### src/rtl/vga_frame_reader.sv
// Scans a grayscale framebuffer and drives VGA timing through a 2-stage address/data pipeline.
// Define SCALE2X_EN for 2x pixel doubling over the full screen instead of a centred 1:1 window.
module vga_frame_reader #(
  parameter int unsigned H_VIS  = 640,
  parameter int unsigned H_FP   = 16,
  parameter int unsigned H_SYNC = 96,
  parameter int unsigned H_BP   = 48,
  parameter int unsigned V_VIS  = 480,
  parameter int unsigned V_FP   = 10,
  parameter int unsigned V_SYNC = 2,
  parameter int unsigned V_BP   = 33,
  parameter int unsigned IMG_W  = 320,
  parameter int unsigned IMG_H  = 240,
  parameter logic [7:0]  BORDER = 8'h00
) (
  input  logic        CLK,
  input  logic        RESET,
  input  logic        FRAME_VALID,
  input  logic [7:0]  PIXEL_IN,
  output logic [16:0] R_ADDR,
  output logic [7:0]  VGA_R,
  output logic [7:0]  VGA_G,
  output logic [7:0]  VGA_B,
  output logic        VGA_HS,
  output logic        VGA_VS,
  output logic        VGA_BLANK_N,
  output logic        FRAME_START
);
  localparam int unsigned H_TOT = H_VIS + H_FP + H_SYNC + H_BP;
  localparam int unsigned V_TOT = V_VIS + V_FP + V_SYNC + V_BP;
  localparam int unsigned HW    = $clog2(H_TOT);
  localparam int unsigned VW    = $clog2(V_TOT);

  localparam logic [HW-1:0] H_LAST = HW'(H_TOT - 1);
  localparam logic [HW-1:0] H_ACT  = HW'(H_VIS);
  localparam logic [HW-1:0] HS_BEG = HW'(H_VIS + H_FP);
  localparam logic [HW-1:0] HS_END = HW'(H_VIS + H_FP + H_SYNC);
  localparam logic [VW-1:0] V_LAST = VW'(V_TOT - 1);
  localparam logic [VW-1:0] V_ACT  = VW'(V_VIS);
  localparam logic [VW-1:0] VS_BEG = VW'(V_VIS + V_FP);
  localparam logic [VW-1:0] VS_END = VW'(V_VIS + V_FP + V_SYNC);
`ifndef SCALE2X_EN
  localparam logic [HW-1:0] X_BEG     = HW'((H_VIS - IMG_W) / 2);
  localparam logic [HW-1:0] X_END     = HW'((H_VIS + IMG_W) / 2);
  localparam logic [VW-1:0] Y_BEG     = VW'((V_VIS - IMG_H) / 2);
  localparam logic [VW-1:0] Y_END     = VW'((V_VIS + IMG_H) / 2);
  localparam logic [16:0]   ADDR_LAST = 17'(IMG_W * IMG_H - 1);
`endif

  logic [HW-1:0] r_h;
  logic [VW-1:0] r_v;
  logic          r_show;
  logic [16:0]   r_addr;
`ifdef SCALE2X_EN
  logic [16:0]   r_base;
  logic [16:0]   w_addr;
`else
  logic [16:0]   r_acnt;
`endif
  logic w_h_last, w_frame_end, w_active, w_hs, w_vs, w_win;
  logic r_act1, r_hs1, r_vs1, r_img1, r_fs1;
  logic [7:0] r_rgb;
  logic r_hs2, r_vs2, r_blank2, r_fs2;

  always_comb begin
    w_h_last    = (r_h == H_LAST);
    w_frame_end = w_h_last && (r_v == V_LAST);
    w_active    = (r_h < H_ACT) && (r_v < V_ACT);
    w_hs        = !((r_h >= HS_BEG) && (r_h < HS_END));
    w_vs        = !((r_v >= VS_BEG) && (r_v < VS_END));
`ifdef SCALE2X_EN
    w_win       = w_active;
    w_addr      = r_base + 17'(r_h >> 1);
`else
    w_win       = (r_h >= X_BEG) && (r_h < X_END) && (r_v >= Y_BEG) && (r_v < Y_END);
`endif
  end

  always_ff @(posedge CLK or negedge RESET) begin
    if (!RESET) begin
      r_h    <= '0;
      r_v    <= '0;
      r_show <= 1'b0;
    end else begin
      r_h <= w_h_last ? '0 : r_h + HW'(1);
      if (w_h_last) r_v <= (r_v == V_LAST) ? '0 : r_v + VW'(1);
      // Image selection only switches at the frame boundary
      if (w_frame_end) r_show <= FRAME_VALID;
    end
  end

`ifdef SCALE2X_EN
  // r_base is the address of the current source row; it advances after every odd line
  always_ff @(posedge CLK or negedge RESET) begin
    if (!RESET) begin
      r_addr <= '0;
      r_base <= '0;
    end else begin
      if (w_win) r_addr <= w_addr;
      if (w_frame_end) r_base <= '0;
      else if (w_h_last && r_v[0] && (r_v < V_ACT)) r_base <= r_base + 17'(IMG_W);
    end
  end
`else
  // r_acnt is the next window address; it saturates on the last image pixel
  always_ff @(posedge CLK or negedge RESET) begin
    if (!RESET) begin
      r_addr <= '0;
      r_acnt <= '0;
    end else if (w_frame_end) begin
      r_acnt <= '0;
    end else if (w_win) begin
      r_addr <= r_acnt;
      if (r_acnt != ADDR_LAST) r_acnt <= r_acnt + 17'd1;
    end
  end
`endif

  always_ff @(posedge CLK or negedge RESET) begin
    if (!RESET) begin
      r_act1   <= 1'b0;
      r_hs1    <= 1'b1;
      r_vs1    <= 1'b1;
      r_img1   <= 1'b0;
      r_fs1    <= 1'b0;
      r_rgb    <= 8'h00;
      r_hs2    <= 1'b1;
      r_vs2    <= 1'b1;
      r_blank2 <= 1'b0;
      r_fs2    <= 1'b0;
    end else begin
      r_act1   <= w_active;
      r_hs1    <= w_hs;
      r_vs1    <= w_vs;
      r_img1   <= w_win && r_show;
      r_fs1    <= (r_h == '0) && (r_v == '0);
      r_rgb    <= r_img1 ? PIXEL_IN : (r_act1 ? BORDER : 8'h00);
      r_hs2    <= r_hs1;
      r_vs2    <= r_vs1;
      r_blank2 <= r_act1;
      r_fs2    <= r_fs1;
    end
  end

  assign R_ADDR      = r_addr;
  assign VGA_R       = r_rgb;
  assign VGA_G       = r_rgb;
  assign VGA_B       = r_rgb;
  assign VGA_HS      = r_hs2;
  assign VGA_VS      = r_vs2;
  assign VGA_BLANK_N = r_blank2;
  assign FRAME_START = r_fs2;

endmodule

### config.mk
export PLATFORM = sky130hd
export DESIGN_NAME = vga_frame_reader
export DESIGN_NICKNAME = d
export VERILOG_FILES = /design/src/rtl/vga_frame_reader.sv
export SDC_FILE = /design/constraint.sdc
export NUM_CORES = 1
export LEC_CHECK = 0
export ABC_CLOCK_PERIOD_IN_PS = 4690
export CORE_MARGIN = 2
export CORE_UTILIZATION = 55
export CTS_CLUSTER_SIZE = 10
export DETAILED_ROUTE_END_ITERATION = 6
export PLACE_DENSITY = 0.82
export SLEW_MARGIN = 20
export SYNTH_ARGS = -nofsm -noshare
export SYNTH_HDL_FRONTEND = slang
export SYNTH_SLANG_ARGS = --single-unit
### constraint.sdc
create_clock -name CLK -period 4.69 [get_ports CLK]
set_clock_uncertainty 0.2 [all_clocks]
set_input_delay 1.407 -clock CLK [delete_from_list [all_inputs] [get_ports CLK]]
set_output_delay 1.407 -clock CLK [all_outputs]
set_load 0.01 [all_outputs]
==> results.cfg, run 1 <==
[floorplan]
die_w_um = 82.77
core_sq_um = 5956
initial_core_util = 0.5729
die_h_um = 82.77
ios = 56
rows = 28
die-area_sq_um = 6850

[min_path]
hp-class = reg2reg

[logic_synthesis]
yosys_most_used_dff = dfrtp_1
ys_warn_count = 0
synth_seq_area_share = 0.5295
yosysUniqueCellTypes = 50
avgSynthCellArea_sq_um = 11.15
synth_edf_count = 0
synth_cells = 306
async_flop_share = 1.000
syn-num-nets = 322
ys_ff_latch = 72
netlist_area_sq_um = 3412

[final_layout]
design_area_sq_um = 4069
nets = 360
fin_util = 0.6832
instances_no_fill = 424
area_delta_synth_final_pct = 19.25
antenna_cells = 0
layout-drive-gt1-share = 0.1519

[place]
routabilityCongestion = 0.8473
port-buffer-count = 55
dp_hpwl_um = 4398
place_area_sq_um = 3845
dp_cells = 408

[critical_path]
worstPathArrival_ns = 1.38
slowest_delay_ns = 0.52
critical_path_class = reg2out
cp_cell_sequence = clkdlybuf4s50_1
cp_slowest_cell = dfstp_2
critPathLaunchType = flip-flop
path_delay_family = flip-flops
cp-end-kind = output port
critical_path_required_ns = 3.08
path_max_fanout = 1
cp_num_buf_inv = 1

[job]
drv_cap = 0

[global_route]
grt_overflow = 0
grt_start_max_net_pins = 35
grt_pass1_wl_um = 10540
first_global_vias = 2226
grt_usage = 0.2077
antenna_found_initial = 0

[route]
via_per_inst = 5.667
vias = 2403
drt-total-wl_um = 6444
drcViolationCount = 0
drtAntennaViolNets = 0
wire_per_inst_um = 15.20
dr.pass1.iters = 4
drt-initial-drc-count = 165

[outcome]
status = complete, no violations

[pwr]
p_leak_uw = 0.001761
ir_drop_v = 0.0001484
power_density_nw_per_um2 = 291.7

[timing]
grt_setup_unrepaired = false
hold_viol = 0
hold-worst-slack_ns = 0.1544
post-route-period-util = 0.6358
fmax_ghz = 0.3353
setup_tns_ns = 0
setup_viol = 0
max_slew_margin = 0.4021
min_period_ns = 2.982
drv_slew = 0
worst_slew_pin_slew_ns = 0.8959

[clock_network]
h-tree-depth = 3
postCtsSetupBuffers = 0
clkTransAtPathRegs_ns = 0.07
numCtsBuffers = 9
cts.hold.buffers_added = 0
cts_tree = yes
clock-sinks = 72
post_cts_resized = 0
cts-root-buf = clkbuf_8
clock_latency_ns = 0.34
clockBufferDepth = 2
==> through the flow <==
step / total power, uW / setup slack, ns
floorplan: 632.8 / 2.493
global route: 1234 / 1.654
global placement: 653.7 / 2.039
CTS: 1196 / 1.691
detailed placement: 654.0 / 1.955
finish: 1187 / 1.708
==> synthesized netlist by cell type, drive strengths merged (4+ instances only) <==
| cell type | n | area (sq um) |
|---|---|---|
| a21oi | 5 | 28.78 |
| a31oi | 4 | 25.02 |
| and2 | 12 | 75.07 |
| and3 | 6 | 38.79 |
| buf | 26 | 206.4 |
| clkbuf | 4 | 15.01 |
| dfrtp | 68 | 1702 |
| dfstp | 4 | 105.1 |
| ha | 5 | 62.56 |
| inv | 8 | 30.03 |
| mux2 | 19 | 214.0 |
| nand2 | 24 | 90.09 |
| nand3 | 14 | 70.07 |
| nand4 | 9 | 56.30 |
| nor2 | 17 | 66.32 |
| nor3 | 6 | 35.03 |
| nor4 | 9 | 56.30 |
| o211ai | 6 | 58.81 |
| o21ai | 12 | 63.81 |
| or3 | 6 | 47.55 |
| xnor2 | 13 | 113.9 |
| xor2 | 4 | 35.03 |
==> kinds of logic (layout without fill, tap and decap cells) <==
kind of cell	count (synthesis)	count (layout)	synth area share
flops	72	72	0.5295
mux	20	20	0.06564
compound gates	38	38	0.07994
simple gates	116	116	0.1892
buf+inv	38	81	0.07370
fa+ha+maj	5	5	0.01834
xor+xnor	17	17	0.04364
==> power breakdown <==
| part | internal [uW] | leakage, uW | total, uW | switching, uW |
|---|---|---|---|---|
| registers | 621 | 0.000962 | 621 | 0 |
| logic | 7.85 | 0.000685 | 20.3 | 12.4 |
| clock network | 328 | 0.000114 | 546 | 217 |
| total | 957 | 0.00176 | 1190 | 230 |
==> path summary, 6_finish.rpt <==
| path | startpoint | to | slack, ns | cells past startpoint |
|---|---|---|---|---|
| min in group asynchronous | RESET | r_h[1] | 0.75 | 1 |
| max in group asynchronous | RESET | R_ADDR[15] | 2.80 | 2 |
| max | VGA_VS | VGA_VS | 1.71 | 1 |
| max reg2reg | r_h[5] | r_acnt[8] | 1.91 | 5 |
| min | r_act1 | VGA_BLANK_N | 0.15 | 0 |
| min reg2reg | r_act1 | VGA_BLANK_N | 0.15 | 0 |
==> per-layer routing <==
metal / global-route usage / share of wire / routed length, um
met1: 0.2787 / 0.45 / 2929
met2: 0.3194 / 0.47 / 3004
met3: 0.05543 / 0.061 / 392
met4: 0.08852 / 0.018 / 117
met5: 0 / 0 / 0
==> sequential cells by signal, indices dropped and copies added (netlist names) <==
| signal | count |
|---|---|
| FRAME_START | 1 |
| R_ADDR | 17 |
| VGA_B | 8 |
| VGA_BLANK_N | 1 |
| VGA_HS | 1 |
| VGA_VS | 1 |
| r_acnt | 17 |
| r_act1 | 1 |
| r_fs1 | 1 |
| r_h | 10 |
| r_hs1 | 1 |
| r_img1 | 1 |
| r_show | 1 |
| r_v | 10 |
| r_vs1 | 1 |
==> area by class of cell <==
class | count | area, sq um
fill | 426 | 1887
timing repair buffer | 57 | 560.5
sequential | 72 | 1807
inverter | 8 | 30.03
tap | 75 | 93.84
clock inverter | 3 | 65.06
clock buffer | 13 | 158.9
multi-input combinational | 196 | 1354
==> cell usage in the layout (no fill, tap or decap), types with 11 or more instances in the layout <==
| cell | count |
|---|---|
| and2_1 | 12 |
| clkbuf_8 | 11 |
| clkdlybuf4s50_1 | 54 |
| dfrtp_1 | 68 |
| mux2_2 | 19 |
| nand2_1 | 24 |
| nand3_1 | 14 |
| nor2_1 | 16 |
| o21ai_0 | 11 |
| xnor2_1 | 13 |
Power figures use the tool's default switching activity.
==> run 2: changes to the inputs <==
--- a/config.mk
+++ b/config.mk
@@ -5,12 +5,12 @@
 export SDC_FILE = /design/constraint.sdc
 export NUM_CORES = 1
 export LEC_CHECK = 0
-export ABC_CLOCK_PERIOD_IN_PS = 4690
+export ABC_CLOCK_PERIOD_IN_PS = 3120
 export CORE_MARGIN = 2
-export CORE_UTILIZATION = 55
+export CORE_UTILIZATION = 53
 export CTS_CLUSTER_SIZE = 10
 export DETAILED_ROUTE_END_ITERATION = 6
-export PLACE_DENSITY = 0.82
+export PLACE_DENSITY = 0.79
 export SLEW_MARGIN = 20
 export SYNTH_ARGS = -nofsm -noshare
 export SYNTH_HDL_FRONTEND = slang
==> constraint.sdc (replaced) <==
create_clock -name CLK -period 3.12 [get_ports CLK]
set_clock_uncertainty 0.2 [all_clocks]
set_input_delay 0.936 -clock CLK [delete_from_list [all_inputs] [get_ports CLK]]
set_output_delay 0.936 -clock CLK [all_outputs]
set_load 0.01 [all_outputs]
==> run 2 against run 1 <==
  * Sequential share of layout area increased by 0.12 points
  * Wire length decreased by 1.1%
  * Via count decreased by 0.29%
  * Register-to-register slack lost 1.2 ns
  * Critical endpoint unchanged
  * Total power rose by 41%
==> results.cfg, run 2 (synthesized netlist as in run 1, its figures left out) <==
[critical_path]
crit_start = VGA_VS
critical_path_class = reg2out
cp-end-kind = output port
slowest_delay_ns = 0.53
cp_num_buf_inv = 1
cp_cell_sequence = clkdlybuf4s50_1
regToRegStartpoint = r_acnt[10]
critical_path_required_ns = 1.98
path_delay_family = buffers and inverters
critPathLaunchType = flip-flop
path_max_fanout = 1
worstPathArrival_ns = 1.38
cp_slowest_cell = clkdlybuf4s50_1

[final_layout]
area_delta_synth_final_pct = 18.92
antenna_cells = 0
nets = 362
layout-drive-gt1-share = 0.1510
fillerInstances = 479
final_common_cell = dfrtp_1
design_area_sq_um = 4058
multiInputGateArea_sq_um = 1354
layout_common_cells = 68 x dfrtp_1, 54 x clkdlybuf4s50_1, 24 x nand2_1, 19 x mux2_2, 16 x nor2_1
fin_util = 0.6464
ff_latch_area_sq_um = 1807

[route]
dr.pass1.iters = 4
via_per_inst = 5.598
vias = 2396
drtAntennaViolNets = 0
drcViolationCount = 0
drt-initial-drc-count = 150
wire_per_inst_um = 14.89
drt-total-wl_um = 6375

[timing]
drv_slew = 0
grt_setup_unrepaired = false
post-route-period-util = 0.8064
setup_tns_ns = 0
setup_viol = 0
min_period_ns = 2.516
layout_setup_ws_ns = 0.6041
max_slew_margin = 0.4862
fmax_ghz = 0.3975
worst_slew_pin_slew_ns = 0.7673
hold_viol = 0

[job]
drv_cap = 0

[min_path]
hp-class = reg2reg
hp-start = r_fs1

[global_route]
first_global_vias = 2237
grt_overflow = 0
antenna_found_initial = 0
grt_pass1_wl_um = 10590
grt_usage = 0.1872
grt_start_max_net_pins = 43

[clock_network]
cts-root-buf = clkbuf_8
post_cts_resized = 0
postCtsSetupBuffers = 0
cts_tree = yes
clock-sinks = 72
numCtsBuffers = 9
clkTransAtPathRegs_ns = 0.07
cts.hold.buffers_added = 0
clock_latency_ns = 0.35
h-tree-depth = 3
clockBufferDepth = 2

[floorplan]
die_w_um = 84.24
core_sq_um = 6277
rows = 29
initial_core_util = 0.5436
die-area_sq_um = 7096
die_h_um = 84.24
ios = 56

[outcome]
status = complete, no violations

[pwr]
p_leak_uw = 0.001755
p_sw_frac = 0.2105
comb_power_share = 0.019
ir_drop_v = 0.0002506
power_uw = 1668
power_density_nw_per_um2 = 411.0
power_switching_uw = 351.0
seq_power_share = 0.560
pwr-share-clk = 0.421
internal_power_uw = 1317

[place]
dp_hpwl_um = 4348
port-buffer-count = 55
preCtsSetupSlack_ns = 0.7646
routabilityCongestion = 0.8539
place_area_sq_um = 3875
==> run 2: cell count changes in the layout (fill, tap and decap cells not counted) <==
cell,delta
buf_4,+1
clkbuf_8,-2
bufinv_16,-1
clkinv_4,+1
clkbuf_1,+2
buf_12,+1
==> run 2: final timing paths <==
kind,to,slack (ns),cells after the start
worst max register to register,r_acnt[7],0.75,5
max in group asynchronous,r_v[0],1.64,2
worst min-delay path,FRAME_START,0.16,0
min in group asynchronous,R_ADDR[4],0.41,1
worst max-delay path,VGA_VS,0.60,1
worst min register to register,FRAME_START,0.16,0
==> run 2: area by class of cell <==
class                           instances  area share
Sequential cell                        72      0.4453
Clock buffer                           13     0.03423
Multi-Input combinational cell        196      0.3336
Tap cell                               77     0.02374
Inverter                                8    0.007401
Clock inverter                          3     0.01079
Timing Repair Buffer                   59      0.1449
==> run 2: per-stage QoR <==
step	hold WS (ns)	cells
floorplan	0.1312	306
detailed placement	0.1389	412
finish	0.1565	428
global route	0.1647	428
global placement	0.1333	412
CTS	0.1552	428
==> run 2: power by group through the flow <==
stage                     Sequential (uW)  Combinational [uW]  Clock (uW)
final                                 933                32.1         702
after detailed placement              951                33.4           0
after floorplan                       951              0.0245           0
after global routing                  933                36.5         762
after global placement                951                33.2           0
after CTS                             933                33.6         718
==> run 2: per-layer routing <==
metal / track usage / vias to the layer above / wire length (um)
met1: 0.2552 / 1168 / 2861
met3: 0.03048 / 11 / 294
met4: 0.08944 / 0 / 132
li1: - / 1145 / -
met5: 0 / - / 0
met2: 0.2944 / 72 / 3086
==> run 3: changes to the inputs <==
--- a/config.mk
+++ b/config.mk
@@ -5,7 +5,7 @@
 export SDC_FILE = /design/constraint.sdc
 export NUM_CORES = 1
 export LEC_CHECK = 0
-export ABC_CLOCK_PERIOD_IN_PS = 3120
+export ABC_CLOCK_PERIOD_IN_PS = 2400
 export CORE_MARGIN = 2
 export CORE_UTILIZATION = 53
 export CTS_CLUSTER_SIZE = 10
==> constraint.sdc (replaced) <==
create_clock -name CLK -period 2.4 [get_ports CLK]
set_clock_uncertainty 0.2 [all_clocks]
set_input_delay 0.72 -clock CLK [delete_from_list [all_inputs] [get_ports CLK]]
set_output_delay 0.72 -clock CLK [all_outputs]
set_load 0.01 [all_outputs]
==> run 3 against run 2 <==
  * Clock power up 55%
  * Wire length up 3.2%
  * Count of clock-buffer cells in the layout down 2
  * Non-clock buffer count is 16 higher
  * Sequential power grew 30%
  * Die area stayed put
  * Final cell count increased by 3.7%
  * Utilization grew 3.1 points
  * Hold slack barely moved
  * Sequential cell count unchanged
  * Setup slack worse by 0.50 ns
  * Register-to-register slack got worse by 0.59 ns
==> results.cfg, run 3 (synthesized netlist as in run 1, its figures left out) <==
[floorplan]
die_h_um = 84.24
die_w_um = 84.24
ios = 56
die-area_sq_um = 7096
rows = 29
initial_core_util = 0.5436
core_sq_um = 6277

[route]
dr_wl_met2_um = 3215
via_per_inst = 5.678
vias = 2521
drt-total-wl_um = 6577
dr.max_layer_used = met4
wire_per_inst_um = 14.81
drt-initial-drc-count = 193
wl_met3_um = 286
dr.pass1.iters = 6
drtAntennaViolNets = 0
wl_met1_um = 2935
drcViolationCount = 0

[timing]
setup_tns_ns = 0
hold_viol = 0
setup_viol = 0
grt_setup_unrepaired = false
fmax_ghz = 0.4352
max_slew_margin = 0.7483
min_period_ns = 2.298
layout_setup_ws_ns = 0.1022
drv_slew = 0
worst_slew_pin_slew_ns = 0.3776
post-route-period-util = 0.9574

[clock_network]
numCtsBuffers = 9
post_cts_resized = 0
cts-root-buf = clkbuf_8
clkTransAtPathRegs_ns = 0.07
clockBufferDepth = 2
clock-sinks = 72
clock_latency_ns = 0.35
h-tree-depth = 3
cts_tree = yes

[min_path]
hp-class = reg2reg

[place]
routabilityCongestion = 0.8645
preCtsSetupSlack_ns = 0.04189
dp_hpwl_um = 4517
port-buffer-count = 55

[critical_path]
cp_cell_sequence = clkdlybuf4s50_1
path_max_fanout = 1
critical_path_class = reg2out
worstPathArrival_ns = 1.38
slowest_delay_ns = 0.52
cp_num_buf_inv = 1
critical_path_required_ns = 1.48
path_delay_family = flip-flops
cp_slowest_cell = dfstp_2
critPathLaunchType = flip-flop
cp-end-kind = output port

[final_layout]
final_common_cell = dfrtp_1
nets = 378
multiInputGateArea_sq_um = 1354
fillerInstances = 451
layout-drive-gt1-share = 0.1989
antenna_cells = 0
ff_latch_area_sq_um = 1807
area_delta_synth_final_pct = 24.57
layout_common_cells = 68 x dfrtp_1, 54 x clkdlybuf4s50_1, 24 x nand2_1, 19 x mux2_2, 17 x buf_4
fin_util = 0.6771

[pwr]
p_leak_uw = 0.001872
ir_drop_v = 0.0003104
power_density_nw_per_um2 = 552.3

[global_route]
grt_start_max_net_pins = 73
antenna_found_initial = 0
grt_overflow = 0
grt_usage = 0.2020
first_global_vias = 2423
grt_pass1_wl_um = 11450

[job]
drv_cap = 0

[outcome]
status = complete, no violations
run 3: cell count changes in the layout (fill, tap and decap cells not counted):
cell and delta:
buf_4 +14, bufinv_16 +1, clkinv_2 +1, buf_12 +2
clkbuf_8 +2, clkbuf_1 -4
run 3: per-stage QoR:
stage / cell area (sq um) / total power [uW] / hold slack, ns / std cells
after floorplan: 3412 / 1237 / 0.1312 / 306
after global placement: 3993 / 1279 / 0.1335 / 426
after detailed placement: 3993 / 1279 / 0.1472 / 426
after CTS: 4223 / 2366 / 0.1575 / 442
after global routing: 4250 / 2432 / 0.1620 / 444
final: 4250 / 2347 / 0.1569 / 444
run 3: layout make-up:
type | instances | area share
tap | 77 | 0.02267
clock inverter | 5 | 0.01855
multi-input combinational | 196 | 0.3185
timing repair buffer | 75 | 0.1725
clock buffer | 11 | 0.03562
inverter | 8 | 0.007065
sequential | 72 | 0.4251
run 3: worst paths after layout:
path / endpoint / cells past startpoint / slack (ns) / start
max in group asynchronous: r_hs1 / 2 / 1.47 / RESET
min in group asynchronous: R_ADDR[5] / 2 / 0.18 / RESET
min: VGA_VS / 0 / 0.16 / r_vs1
max reg2reg: r_acnt[4] / 6 / 0.16 / r_v[8]
min reg2reg: VGA_VS / 0 / 0.16 / r_vs1
max: VGA_HS / 1 / 0.10 / VGA_HS
run 3: what timing repair did:
item                                    in CTS  in global routing
setup buffers                                0                  2
hold buffers                                 0                  0
endpoints found under the setup margin       0                 10
run 3: power by group:
| part | internal [uW] | total [uW] | switching (uW) |
|---|---|---|---|
| combinational | 16.6 | 41.3 | 24.7 |
| sequential | 1210 | 1210 | 0 |
| clock | 640 | 1090 | 453 |
| total | 1870 | 2350 | 478 |
run 3: layer usage:
metal,GRT usage,vias to the layer above
li1,-,1183
met5,0,-
met3,0.04130,15
met1,0.2738,1253
met2,0.3088,70
met4,0.1056,0
